**src/rtl/bram_matrix_loader_pkg.sv**
```systemverilog
`default_nettype none
// ============================================================================
// Module      : bram_matrix_loader_pkg
// Description : Types and defaults shared by the matrix loader and the
//               systolic memory controller.
// Revision    : 1.0 - initial release
// ============================================================================
package bram_matrix_loader_pkg;

    localparam int unsigned C_LANES       = 4;
    localparam int unsigned C_LINE_STRIDE = 64;

    typedef logic [63:0] word_t;

    typedef enum logic [1:0] {
        ST_IDLE = 2'd0,
        ST_LOAD = 2'd1,
        ST_DONE = 2'd2
    } loader_state_t;

endpackage : bram_matrix_loader_pkg
`default_nettype wire

```
**src/rtl/bram_matrix_loader_if.sv**
```systemverilog
`default_nettype none
// ============================================================================
// Module      : bram_matrix_loader_if
// Description : Host word stream plus BRAM write port of the matrix loader.
// Revision    : 1.0 - initial release
// ============================================================================
interface bram_matrix_loader_if;
    import bram_matrix_loader_pkg::*;

    logic        s_valid;
    logic        s_ready;
    word_t       s_data;
    logic        s_last;
    logic [31:0] wr_addr;
    word_t       wr_data;
    logic        wr_en;

    // Loader side: consumes the stream, drives the BRAM write port.
    modport slave (
        input  s_valid, s_data, s_last,
        output s_ready, wr_addr, wr_data, wr_en
    );

    // Host side: produces the stream, observes the BRAM write port.
    modport master (
        output s_valid, s_data, s_last,
        input  s_ready, wr_addr, wr_data, wr_en
    );

endinterface : bram_matrix_loader_if
`default_nettype wire

```
**src/rtl/bram_matrix_loader_lane_line_counter.sv**
```systemverilog
`default_nettype none
// ============================================================================
// Module      : lane_line_counter
// Description : Nested lane/line counters with incremental lane-interleaved
//               address generation (no per-beat multiplier).
// Revision    : 1.0 - initial release
// ============================================================================
module lane_line_counter
    import bram_matrix_loader_pkg::*;
#(
    parameter int unsigned LANES       = C_LANES,
    parameter int unsigned LINE_STRIDE = C_LINE_STRIDE
) (
    input  wire logic        clk,
    input  wire logic        rst_n,
    input  wire logic        clear,
    input  wire logic        advance,
    input  wire logic [31:0] base_addr,
    input  wire logic [31:0] lane_stride,
    input  wire logic [10:0] last_line,
    output logic      [31:0] addr,
    output logic             lane_wrap,
    output logic             is_final
);

    localparam int unsigned LANE_W = (LANES > 1) ? $clog2(LANES) : 1;

    logic [LANE_W-1:0] lane_q,      lane_d;
    logic [10:0]       line_q,      line_d;
    logic [31:0]       line_base_q, line_base_d;
    logic [31:0]       lane_off_q,  lane_off_d;

    // line_base carries the latched base so the address is a single add.
    assign addr      = line_base_q + lane_off_q;
    assign lane_wrap = (lane_q == LANE_W'(LANES - 1));
    assign is_final  = lane_wrap && (line_q == last_line);

    always_comb begin
        lane_d      = lane_q;
        line_d      = line_q;
        line_base_d = line_base_q;
        lane_off_d  = lane_off_q;
        if (clear) begin
            lane_d      = '0;
            line_d      = '0;
            line_base_d = base_addr;
            lane_off_d  = '0;
        end else if (advance) begin
            if (lane_wrap) begin
                lane_d      = '0;
                line_d      = line_q + 11'd1;
                line_base_d = line_base_q + 32'(LINE_STRIDE);
                lane_off_d  = '0;
            end else begin
                lane_d      = lane_q + LANE_W'(1);
                lane_off_d  = lane_off_q + lane_stride;
            end
        end
    end

    always_ff @(posedge clk or negedge rst_n) begin
        if (!rst_n) begin
            lane_q      <= '0;
            line_q      <= '0;
            line_base_q <= '0;
            lane_off_q  <= '0;
        end else begin
            lane_q      <= lane_d;
            line_q      <= line_d;
            line_base_q <= line_base_d;
            lane_off_q  <= lane_off_d;
        end
    end

endmodule : lane_line_counter
`default_nettype wire

```
**src/rtl/bram_matrix_loader.sv**
```systemverilog
`default_nettype none
// ============================================================================
// Module      : bram_matrix_loader
// Description : Scatters a 64-bit host word stream into the lane-interleaved
//               matrix BRAM layout and requests calc_init when complete.
// Revision    : 1.0 - initial release
// ============================================================================
module bram_matrix_loader
    import bram_matrix_loader_pkg::*;
#(
    parameter int unsigned LANES       = C_LANES,
    parameter int unsigned LINE_STRIDE = C_LINE_STRIDE
) (
    input  wire logic            clk,
    input  wire logic            rst_n,
    input  wire logic            start,
    input  wire logic [31:0]     base_addr,
    input  wire logic [10:0]     matrix_size,
    input  wire logic            bram_busy,
    bram_matrix_loader_if.slave  bus,
    output logic                 calc_init,
    output logic                 busy,
    output logic                 err_len,
    output logic      [15:0]     words_written
);

    loader_state_t state_q,       state_d;
    logic [10:0]   size_q,        size_d;
    logic [31:0]   lane_stride_q, lane_stride_d;
    logic [31:0]   wr_addr_q,     wr_addr_d;
    word_t         wr_data_q,     wr_data_d;
    logic          wr_en_q,       wr_en_d;
    logic          calc_init_q,   calc_init_d;
    logic          err_len_q,     err_len_d;
    logic [15:0]   words_q,       words_d;

    logic          cnt_clear;
    logic          accept;
    logic [31:0]   beat_addr;
    logic          lane_wrap;
    logic          is_final;

    assign bus.s_ready = (state_q == ST_LOAD) && !bram_busy;
    assign accept      = bus.s_ready && bus.s_valid;
    assign cnt_clear   = (state_q == ST_IDLE) && start;

    lane_line_counter #(
        .LANES       (LANES),
        .LINE_STRIDE (LINE_STRIDE)
    ) u_counter (
        .clk         (clk),
        .rst_n       (rst_n),
        .clear       (cnt_clear),
        .advance     (accept),
        .base_addr   (base_addr),
        .lane_stride (lane_stride_d),
        .last_line   (size_q - 11'd1),
        .addr        (beat_addr),
        .lane_wrap   (lane_wrap),
        .is_final    (is_final)
    );

    always_comb begin
        state_d       = state_q;
        size_d        = size_q;
        lane_stride_d = lane_stride_q;
        wr_addr_d     = wr_addr_q;
        wr_data_d     = wr_data_q;
        wr_en_d       = 1'b0;
        calc_init_d   = 1'b0;
        err_len_d     = 1'b0;
        words_d       = words_q;
        case (state_q)
            ST_IDLE: begin
                if (start) begin
                    size_d        = matrix_size;
                    lane_stride_d = 32'(matrix_size) * 32'(LINE_STRIDE);
                    words_d       = '0;
                    state_d       = (matrix_size == 11'd0) ? ST_DONE : ST_LOAD;
                end
            end
            ST_LOAD: begin
                if (accept) begin
                    wr_en_d   = 1'b1;
                    wr_addr_d = beat_addr;
                    wr_data_d = bus.s_data;
                    words_d   = words_q + 16'd1;
                    if (is_final || bus.s_last) begin
                        // Truncated (s_last early) or unterminated final beat both flag err_len.
                        err_len_d   = is_final ? !bus.s_last : 1'b1;
                        calc_init_d = 1'b1;
                        state_d     = ST_DONE;
                    end
                end
            end
            ST_DONE: begin
                // A load entering DONE has already pulsed; an empty load pulses here.
                if (calc_init_q) begin
                    state_d = ST_IDLE;
                end else begin
                    calc_init_d = 1'b1;
                end
            end
            default: state_d = ST_IDLE;
        endcase
    end

    always_ff @(posedge clk or negedge rst_n) begin
        if (!rst_n) begin
            state_q       <= ST_IDLE;
            size_q        <= '0;
            lane_stride_q <= '0;
            wr_addr_q     <= '0;
            wr_data_q     <= '0;
            wr_en_q       <= 1'b0;
            calc_init_q   <= 1'b0;
            err_len_q     <= 1'b0;
            words_q       <= '0;
        end else begin
            state_q       <= state_d;
            size_q        <= size_d;
            lane_stride_q <= lane_stride_d;
            wr_addr_q     <= wr_addr_d;
            wr_data_q     <= wr_data_d;
            wr_en_q       <= wr_en_d;
            calc_init_q   <= calc_init_d;
            err_len_q     <= err_len_d;
            words_q       <= words_d;
        end
    end

    assign bus.wr_addr    = wr_addr_q;
    assign bus.wr_data    = wr_data_q;
    assign bus.wr_en      = wr_en_q;
    assign calc_init      = calc_init_q;
    assign err_len        = err_len_q;
    assign words_written  = words_q;
    assign busy           = (state_q != ST_IDLE);

endmodule : bram_matrix_loader
`default_nettype wire

```
**src/flat_wrapper.sv**
```systemverilog
// flat-port wrapper written by rule: the top's interface ports become plain ports
module bram_matrix_loader_flat import bram_matrix_loader_pkg::*;
#(
    parameter int unsigned LANES       = C_LANES,
    parameter int unsigned LINE_STRIDE = C_LINE_STRIDE
)
  (clk, rst_n, start, base_addr, matrix_size, bram_busy, calc_init, busy, err_len, words_written, bus_s_valid, bus_s_data, bus_s_last, bus_s_ready, bus_wr_addr, bus_wr_data, bus_wr_en);
  bram_matrix_loader_if bus_i ();
  input  wire logic clk;
  input  wire logic rst_n;
  input  wire logic start;
  input  wire logic [31:0] base_addr;
  input  wire logic [10:0] matrix_size;
  input  wire logic bram_busy;
  output logic calc_init;
  output logic busy;
  output logic err_len;
  output logic      [15:0] words_written;
  input wire logic [$bits(bus_i.s_valid)-1:0] bus_s_valid;
  input wire logic [$bits(bus_i.s_data)-1:0] bus_s_data;
  input wire logic [$bits(bus_i.s_last)-1:0] bus_s_last;
  output wire logic [$bits(bus_i.s_ready)-1:0] bus_s_ready;
  output wire logic [$bits(bus_i.wr_addr)-1:0] bus_wr_addr;
  output wire logic [$bits(bus_i.wr_data)-1:0] bus_wr_data;
  output wire logic [$bits(bus_i.wr_en)-1:0] bus_wr_en;
  assign bus_i.s_valid = bus_s_valid;
  assign bus_i.s_data = bus_s_data;
  assign bus_i.s_last = bus_s_last;
  assign bus_s_ready = bus_i.s_ready;
  assign bus_wr_addr = bus_i.wr_addr;
  assign bus_wr_data = bus_i.wr_data;
  assign bus_wr_en = bus_i.wr_en;
  bram_matrix_loader #(.LANES(LANES), .LINE_STRIDE(LINE_STRIDE)) u_core (.clk(clk), .rst_n(rst_n), .start(start), .base_addr(base_addr), .matrix_size(matrix_size), .bram_busy(bram_busy), .bus(bus_i), .calc_init(calc_init), .busy(busy), .err_len(err_len), .words_written(words_written));
endmodule
```
**config.mk**
```make
export PLATFORM = sky130hd
export DESIGN_NAME = bram_matrix_loader_flat
export DESIGN_NICKNAME = d
export VERILOG_FILES = /design/src/rtl/bram_matrix_loader_pkg.sv /design/src/rtl/bram_matrix_loader_if.sv /design/src/rtl/bram_matrix_loader_lane_line_counter.sv /design/src/rtl/bram_matrix_loader.sv /design/src/flat_wrapper.sv
export SDC_FILE = /design/constraint.sdc
export NUM_CORES = 1
export LEC_CHECK = 0
export CAP_MARGIN = 15
export CORE_UTILIZATION = 53
export CTS_CLUSTER_DIAMETER = 100
export DETAILED_ROUTE_END_ITERATION = 10
export GPL_TIMING_DRIVEN = 0
export PLACE_DENSITY = 0.78
export SYNTH_ARGS = -nofsm -noshare
export SYNTH_HDL_FRONTEND = slang
export SYNTH_SLANG_ARGS = --single-unit
```
**constraint.sdc**
```tcl
create_clock -name clk -period 5.5 [get_ports clk]
set_input_delay 1.1 -clock clk [delete_from_list [all_inputs] [get_ports clk]]
set_output_delay 1.1 -clock clk [all_outputs]
set_load 0.01 [all_outputs]
```
Word level (Yosys, flattened, before mapping)
Index checks and enable logic that the tools add are counted.
{"block": "op_classes", "n_addsub": 7, "n_eq_ne": 8, "mux": 33, "n_reduce_logical": 18}
{"cell": "2-to-1 mux 32 bit", "count": 8}
{"cell": "adder 32 bit", "count": 2}
{"cell": "2-to-1 mux 11 bit", "count": 3}
{"cell": "adder 32 x 7 -> 32 bit (second input constant)", "count": 1}
{"cell": "2-to-1 mux 16 bit", "count": 2}
{"cell": "case mux 16 bit (2 select lines)", "count": 1}
{"cell": "adder 16 x 1 -> 16 bit (second input constant)", "count": 1}
{"cell": "2-to-1 mux 2 bit", "count": 8}
{"cell": "adder 11 x 1 -> 11 bit (second input constant)", "count": 1}
{"cell": "equality test 11 bit", "count": 1}
{"cell": "zero test 11 bit", "count": 1}
{"cell": "subtractor 11 x 1 -> 11 bit (second input constant)", "count": 1}
{"cell": "2-to-1 mux 1 bit", "count": 9}
{"cell": "nonzero test 2 bit", "count": 4}
{"cell": "case mux 2 bit (3 select lines)", "count": 1}
{"cell": "AND reduction 2 bit", "count": 3}
{"cell": "equality test 2 bit (second input constant)", "count": 2}
{"cell": "logical AND 1 bit", "count": 4}
{"cell": "!= test 2 x 1 -> 1 bit (second input constant)", "count": 2}
{"cell": "!= test 2 bit (second input constant)", "count": 2}
{"cell": "AND reduction 4 bit", "count": 1}
{"cell": "AND reduction 3 bit", "count": 1}
{"cell": "adder 2 x 1 -> 2 bit (second input constant)", "count": 1}
{"cell": "equality test 2 x 1 -> 1 bit (second input constant)", "count": 1}
{"cell": "4 further kinds", "count": 5}
{"block": "word_totals", "ff_bits": 237, "output_inout_bits": 117, "wordCells": 79}

Logic depth before layout (Yosys ltp)
Gate-level depths: netlist (run 1).
{"block": "logic_depth", "word_depth": 7, "mapped_depth": 19}

Hierarchy
From an unflattened synthesis (run 1), not the netlist that was laid out.
{"block": "unflattened", "hier_cells": 1482, "area_unflattened_um2": 13080.0}
{"module": "lane_line_counter", "n_inst": 1, "cells_per_inst": 781, "area_per_inst_um2": 6633.9, "seq_area_each_um2": 1926.8}
{"module": "bram_matrix_loader", "n_inst": 1, "cells_per_inst": 701, "area_per_inst_um2": 6446.2, "seq_area_each_um2": 4003.8}

Worst setup path before layout (run 1)
Ideal clock, no wire load.
{"block": "synth_timing", "kind": "input -> register", "start": "in start", "end": "reg u_core.u_counter.lane_off_q[24]", "setup_time_ns": 0.129, "arrival_ns": 4.150, "required_ns": 5.371, "slack_ns": 1.221, "cell_stages": 15, "cell_sequence": "and2_1 -> clkbuf_1 -> clkbuf_1 -> buf_1 -> nand2_1 -> nand2_1 -> ha_1 -> a21o_1 -> a21o_1 -> a21o_1 -> o41a_1 -> a311o_1 -> a41oi_2 -> xor2_1 -> o21ai_1"}
{"block": "synth_via", "elab_chain_len": 6, "word_cells_on_any_way": 8}
{"element": "start: declaration", "line_no": "flat_wrapper.sv:11", "rtl": "input wire logic start;"}
{"element": "2-to-1 mux 32 bit", "line_no": "bram_matrix_loader.sv:75", "rtl": "if (start) begin"}
{"element": "2-to-1 mux 32 bit", "line_no": "bram_matrix_loader.sv:73", "rtl": "case (state_q)"}
{"element": "net u_core.lane_stride_d[11]", "line_no": "bram_matrix_loader.sv:29", "rtl": "logic [31:0] lane_stride_q, lane_stride_d;"}
{"element": "adder 32 bit", "line_no": "bram_matrix_loader_lane_line_counter.sv:56", "rtl": "lane_off_d = lane_off_q + lane_stride;"}
{"element": "2-to-1 mux 32 bit", "line_no": "bram_matrix_loader_lane_line_counter.sv:49", "rtl": "if (lane_wrap) begin"}
{"element": "2-to-1 mux 32 bit", "line_no": "bram_matrix_loader_lane_line_counter.sv:48", "rtl": "end else if (advance) begin"}
{"element": "2-to-1 mux 32 bit", "line_no": "bram_matrix_loader_lane_line_counter.sv:43", "rtl": "if (clear) begin"}
{"element": "end signal: assignment", "line_no": "bram_matrix_loader_lane_line_counter.sv:71", "rtl": "lane_off_q <= lane_off_d;"}
{"element": "end: declaration", "line_no": "bram_matrix_loader_lane_line_counter.sv:31", "rtl": "logic [31:0] lane_off_q, lane_off_d;"}
The timed path passes the listed nets, and every way through them passes these cells. The select of a mux whose other input is x is not followed.
A chain may end at the register's enable or synchronous reset.

Worst setup path after layout (run 1)
{"block": "layout_timing", "start": "in start", "end": "reg u_core.u_counter.lane_off_q[31]"}
The elaborated chain is that of the path after synthesis.

==> flow_summary_export.csv, run 1 <==
group,metric,value,unit
clock_network,cts_root_buf,"clkbuf_16",
setup_path,endpoint_kind,"flop",
setup_path,worstPathArrival,5550,ps
clock_network,numCtsBuffers,26,
timing,tightest_slew,944,ps
setup_path,cp-start-kind,"input port",
yosys,avgSynthCellArea,8.96,um2
yosys,yosys_register_bits,237,
run_status,outcome,"finished, final reports clean",
timing,timing.final.ws_setup,417,ps
job,cap_violations,0,
power_and_ir_drop,p_per_area,475,nW/um2
timing,slew_viol_final,0,
die,core,23500,um2
grt,grt_max_degree,125,
routing,ant_nets,0,
yosys,syn_area,12700,um2
routing,routed_wl,35300,um
yosys,yosys.area.top_type,"dfrtp_1",
min_path,holdPathStages,2,
timing,fin_tns_setup,0,ps
die,die-area,24700,um2
clock_network,cts_hold_buf,0,
timing,fmax,0.197,GHz
routing,detail_route.iter0.violations,685,
placement,hpwl,26500,um
yosys,ys_warn_count,0,
grt,grt_pass1_vias,10443,
timing,setup-violations-final,0,
clock_network,cts_max_level,1,
routing,m1WireLength,15600,um
grt,grt_pass1_wl,54400,um
timing,clock_skew,12.5,ps
finish,layout-drive-gt1-share,3.94,%
min_path,hold_path_class,"reg -> reg",
die,fp-row-count,56,
grt,antenna_found_initial,0,
routing,routed-via-count,11134,
die,io_pins,230,
grt,track_usage,28.3,%
finish,layout.cells.non_filler,2018,
placement,place_ws,-475,ps
timing,hold_viol,0,
grt,globalRouteOverflowTotal,0,
placement,gp_congestion,0.908,
routing,wl_met2,16800,um
clock_network,post_cts_resized,0,
yosys,synth_edf_count,0,
routing,dr.max_layer_used,"met4",
yosys,syn_inst,1421,
yosys,mappedNetlistNets,1607,
setup_path,reg2regPathDepth,17,
clock_network,post_cts_buffers,0,
finish,diodes,0,
clock_network,cts_tree,"yes",
yosys,synth.distinct_cells,67,
routing,viasPerCell,5.52,
die,initial_core_util,54.1,%
placement,dp.cells,1971,
setup_path,worstPathMaxFanout,10,
yosys,synth.top_cell.area_share,46.6,%
power_and_ir_drop,peakVddDrop,0.000321,V
placement,io_buffers,229,
yosys,synth-main-ff-cell,"dfrtp_1",
clock_network,clk_latency,540,ps
setup_path,crit_type,"in -> reg",
timing,min_period_over_period,92.4,%
die,dieHeight,157,um
routing,first_pass_iters,7,
timing,rsz0062_at_grt,"false",
setup_path,critical_path_required,5970,ps
power_and_ir_drop,p_leak,7.72,nW
yosys,synthTopCellsByArea,"dfrtp_1 47%, nand2_1 12%, ha_1 7.0%",
yosys,yosysSeqAreaShare,46.6,%
clock_network,clk_pin_slew_worst_paths,60,ps
routing,routedWlPerCell,17.5,um
timing,slew_headroom,36.6,%
routing,route.detailed.drc,0,
finish,nets,1866,
clock_network,cts.sinks,237,
finish,synthToLayoutAreaGrowth,28.2,%
timing,period_needed,5080,ps
die,die_x,157,um
routing,wl_met3,2200,um
yosys,async_flop_share,100,%
clock_network,cts.path.max_buffers,3,
==> worst max-delay path, stage by stage <==
cell and delay (ps):
clkdlybuf4s50_1 530, and2_1 140, clkbuf_1 400, clkbuf_2 430, clkbuf_2 300, nand2_1 120
nand2_1 110, ha_1 270, a21o_1 180, or4_1 430, o211ai_1 320, o2111ai_1 170
a311oi_1 470, o221a_2 320, a21bo_1 200, nand3b_1 70
==> final timing paths <==
path | startpoint | end | slack (ps)
worst max-delay path | start | u_core.u_counter.lane_off_q[31] | 420
worst min-delay path | u_core.bus.wr_data[36] | u_core.bus.wr_data[36] | 470
worst max register to register | u_core.state_q[0] | u_core.u_counter.lane_off_q[31] | 730
worst min register to register | u_core.bus.wr_data[36] | u_core.bus.wr_data[36] | 470
max in group asynchronous | rst_n | u_core.size_q[10] | 3870
min in group asynchronous | rst_n | u_core.bus.wr_addr[21] | 630
==> placed cells by master, fill, tap and decap left out, types with 13 or more instances in the layout <==
cell type          n
nand3_1           31
a21o_1            34
dfrtp_1          237
clkdlybuf4s50_1  228
nand2_1          401
xor2_1            69
inv_1             27
nor3_1            13
a21oi_1           61
xnor2_1           41
and2_1            26
nor2_1            66
ha_1              71
o21ai_0          104
clkbuf_1          44
clkbuf_16         26
nand4_1           23
==> power by group <==
group	total (mW)	switching (mW)	internal, mW
logic	3.25	1.76	1.49
clock network	1.71	0.714	0.998
registers	2.79	0.460	2.33
total	7.75	2.93	4.82
==> layout make-up <==
| cell class | count | area [um2] |
|---|---|---|
| Fill cell | 1830 | 7210 |
| Multi-Input combinational cell | 1106 | 6510 |
| Sequential cell | 237 | 5930 |
| Timing Repair Buffer | 231 | 2350 |
| Clock buffer | 37 | 752 |
| Tap cell | 319 | 399 |
| Buffer | 50 | 195 |
| Inverter | 28 | 105 |
| Clock inverter | 10 | 90.1 |
==> metrics by stage <==
step                instance area [um2]  hold slack, ps  power (mW)  util, %
finish                            16300             471        7.75     69.4
global route                      16300             484        8.22     69.4
CTS                               16300             476        7.76     69.4
detailed placement                15500             461        6.01     65.8
global placement                  15400             457        5.91     65.5
floorplan                         12700             444        4.54        -
==> metal layers <==
layer | vias to the layer above | global-route usage, %
li1 | 5376 | -
met2 | 336 | 47.1
met1 | 5370 | 38.8
met4 | 0 | 7.95
met5 | - | 0
met3 | 52 | 4.05
==> synth_stat cells, drive strengths merged (3+ instances only) <==
cell type,count
a21o,34
o21a,11
a31oi,11
buf,9
xor2,69
nand2,402
and3,12
and2,26
nand3,32
dfrtp,237
o21ai,117
nand2b,9
a22o,5
o21bai,10
clkbuf,41
nor2b,13
a21oi,63
nor4,4
o31ai,8
a32o,3
xnor2,41
a211oi,5
o41ai,3
ha,71
or3,10
o211ai,5
nor3,15
inv,28
nor2,66
nand4,23
nand3b,4
==> sequential cells by signal (all words and copies together) (netlist names) <==
| signal | flops |
|---|---|
| u_core.state_q | 2 |
| u_core.calc_init | 1 |
| u_core.u_counter.lane_q | 2 |
| u_core.err_len | 1 |
| u_core.size_q | 11 |
| u_core.bus.wr_addr | 32 |
| u_core.u_counter.line_base_q | 32 |
| u_core.words_written | 16 |
| u_core.lane_stride_q | 32 |
| u_core.bus.wr_data | 64 |
| u_core.u_counter.lane_off_q | 32 |
| u_core.u_counter.line_q | 11 |
| u_core.bus.wr_en | 1 |
==> logic make-up after synthesis <==
family / after synthesis / share of synthesized area [%]
AOI/OAI and AO/OA: 295 / 14.5
xor gates and xnor gates: 110 / 7.57
adders and majority gates: 73 / 7.29
buffers and inverters: 78 / 2.33
DFF: 237 / 46.6
muxes: 4 / 0.334
and+or+nand+nor: 624 / 21.5
Power figures use the tool's default switching activity.
==> inputs of run 2 (changes only) <==
CORE_MARGIN = 3   (was default)
PLACE_DENSITY = 0.84   (was 0.78)
==> run 2 against run 1 <==
  * Via count rose by 1.8%
  * Clock power about the same
  * Final area is essentially flat
  * Global-route usage down 1.2 points
  * Utilization fell by 0.064 points
  * Cell count about the same
  * Clock skew grew 1.9 ps
  * Die area is 5.2% higher
  * Worst setup slack worse by 200 ps
  * First-iteration DRC count increased by 36%
  * Sequential share of layout area about the same
  * Largest cell class unchanged
==> flow_summary_export.csv, run 2 (synthesis results as in run 1) <==
group,metric,value,unit
power_and_ir_drop,pwr-share-seq,36.0,%
timing,clock_skew,14.4,ps
die,initial_core_util,54.1,%
clock_network,cts_max_level,1,
routing,route.detailed.drc,0,
placement,gp_congestion,0.940,
timing,rsz0062_at_grt,"false",
setup_path,worstPathMaxFanout,10,
setup_path,cp-start-kind,"input port",
routing,detail_route.iter0.violations,931,
grt,antenna_found_initial,0,
power_and_ir_drop,power_frac_comb,41.7,%
grt,grt_max_degree,128,
die,io_pins,230,
routing,ant_nets,0,
grt,grt_pass1_vias,11051,
timing,min_period_over_period,96.0,%
min_path,hold_path_class,"reg -> reg",
setup_path,critical_path_required,5910,ps
finish,largest_reg_flops,64,
power_and_ir_drop,clkPwrFrac,22.3,%
timing,setup-violations-final,0,
clock_network,clk_pin_slew_worst_paths,60,ps
power_and_ir_drop,peakVddDrop,0.000217,V
die,die_x,161,um
routing,first_pass_iters,5,
finish,nets,1864,
grt,globalRouteOverflowTotal,0,
clock_network,cts.path.max_buffers,3,
timing,hold_viol,0,
die,die-area,25900,um2
clock_network,cts.sinks,237,
timing,fin_tns_setup,0,ps
job,cap_violations,0,
routing,routedWlPerCell,18.0,um
clock_network,cts_root_buf,"clkbuf_16",
die,core,23500,um2
power_and_ir_drop,p_per_area,477,nW/um2
timing,tightest_slew,998,ps
timing,period_needed,5280,ps
timing,slew_headroom,33.0,%
placement,io_buffers,229,
routing,viasPerCell,5.62,
clock_network,numCtsBuffers,25,
setup_path,endpoint_kind,"flop",
clock_network,clk_latency,530,ps
setup_path,worstPathArrival,5690,ps
setup_path,crit_type,"in -> reg",
power_and_ir_drop,switching_share,37.7,%
finish,mostFrequentLayoutCells,"401 x nand2_1, 237 x dfrtp_1, 228 x clkdlybuf4s50_1, 104 x o21ai_0, 71 x ha_1",
grt,track_usage,27.1,%
clock_network,cts_tree,"yes",
placement,hpwl,26800,um
die,fp-row-count,56,
grt,grt_pass1_wl,57400,um
timing,fmax,0.189,GHz
power_and_ir_drop,switchingPower,2.94,mW
power_and_ir_drop,p_total,7.79,mW
run_status,outcome,"finished, final reports clean",
finish,final.fill_count,1751,
die,dieHeight,161,um
routing,routed-via-count,11333,
power_and_ir_drop,p_leak,7.71,nW
finish,diodes,0,
timing,slew_viol_final,0,
power_and_ir_drop,p_int,4.85,mW
finish,final_common_cell,"nand2_1",
clock_network,post_cts_buffers,0,
routing,routed_wl,36200,um
finish,synthToLayoutAreaGrowth,28.1,%
finish,layout-drive-gt1-share,3.89,%
[run 2: cell types whose count changed in the layout (fill, tap and decap cells not counted), sizes merged]
cell / delta
clkbuf: -4
bufinv: +1
clkinvlp: +1
[run 2: through the flow]
stage | utilization, % | hold slack [ps] | worst slack (ps) | instance area, um2 | cells
2_1_floorplan | - | 444 | 1220 | 12700 | 1421
3_3_place_gp | 65.5 | 457 | -6520 | 15400 | 1969
3_5_place_dp | 65.7 | 461 | -357 | 15500 | 1970
4_1_cts | 69.3 | 477 | 97.3 | 16300 | 2016
5_1_grt | 69.3 | 493 | 124 | 16300 | 2016
6_report | 69.3 | 471 | 219 | 16300 | 2016
[run 2: metal layers]
layer,wire (um),part of all wire (%),GRT usage [%]
met1,15100,42,35.8
met2,17300,48,45.8
met3,2700,7.5,4.85
met4,1150,3.2,8.60
met5,0,0,0
[run 2: power by group through the flow]
stage	combinational, mW	clock, mW	sequential, mW
3_3_place_gp	3.10	0	2.78
5_1_grt	3.54	1.85	2.88
6_report	3.24	1.74	2.80
2_1_floorplan	1.67	0	2.88
3_5_place_dp	3.20	0	2.81
4_1_cts	3.24	1.77	2.79
[run 2: final cells by class]
| class | instances | area (um2) | share of cell area (%) |
|---|---|---|---|
| Buffer | 50 | 193 | 1.18 |
| Multi-Input combinational cell | 1106 | 6510 | 39.9 |
| Tap cell | 319 | 399 | 2.45 |
| Clock buffer | 34 | 729 | 4.47 |
| Timing Repair Buffer | 230 | 2320 | 14.2 |
| Inverter | 28 | 105 | 0.644 |
| Sequential cell | 237 | 5930 | 36.3 |
| Clock inverter | 12 | 128 | 0.782 |
[run 2: what timing repair did]
| action | in CTS | in global routing |
|---|---|---|
| hold buffers | 0 | 0 |
| gates resized for setup | 0 | 2 |
| setup endpoints to repair | 0 | 9 |
[run 2: worst max-delay path: stages]
cell and delay [ps]:
clkdlybuf4s50_1 530, and2_1 170, clkbuf_1 390, clkbuf_2 410, clkbuf_1 370, nand2_1 150, nand2_1 120, ha_1 270
a21o_1 180, or4_1 410, o211ai_1 340, o2111ai_1 160, a311oi_1 480, o221a_2 350, a21oi_1 90, nand3b_1 170
[run 2: path summary, 6_finish.rpt]
| check | cells past startpoint | slack [ps] | end | startpoint |
|---|---|---|---|---|
| setup / recovery | 16 | 220 | u_core.u_counter.lane_off_q[31] | start |
| min in group asynchronous | 1 | 620 | u_core.bus.wr_addr[23] | rst_n |
| hold / removal | 2 | 470 | u_core.bus.wr_data[63] | u_core.bus.wr_data[63] |
| max in group asynchronous | 2 | 3780 | u_core.u_counter.line_q[9] | rst_n |
| hold reg to reg | 2 | 470 | u_core.bus.wr_data[63] | u_core.bus.wr_data[63] |
| setup reg to reg | 17 | 560 | u_core.u_counter.lane_off_q[31] | u_core.state_q[1] |
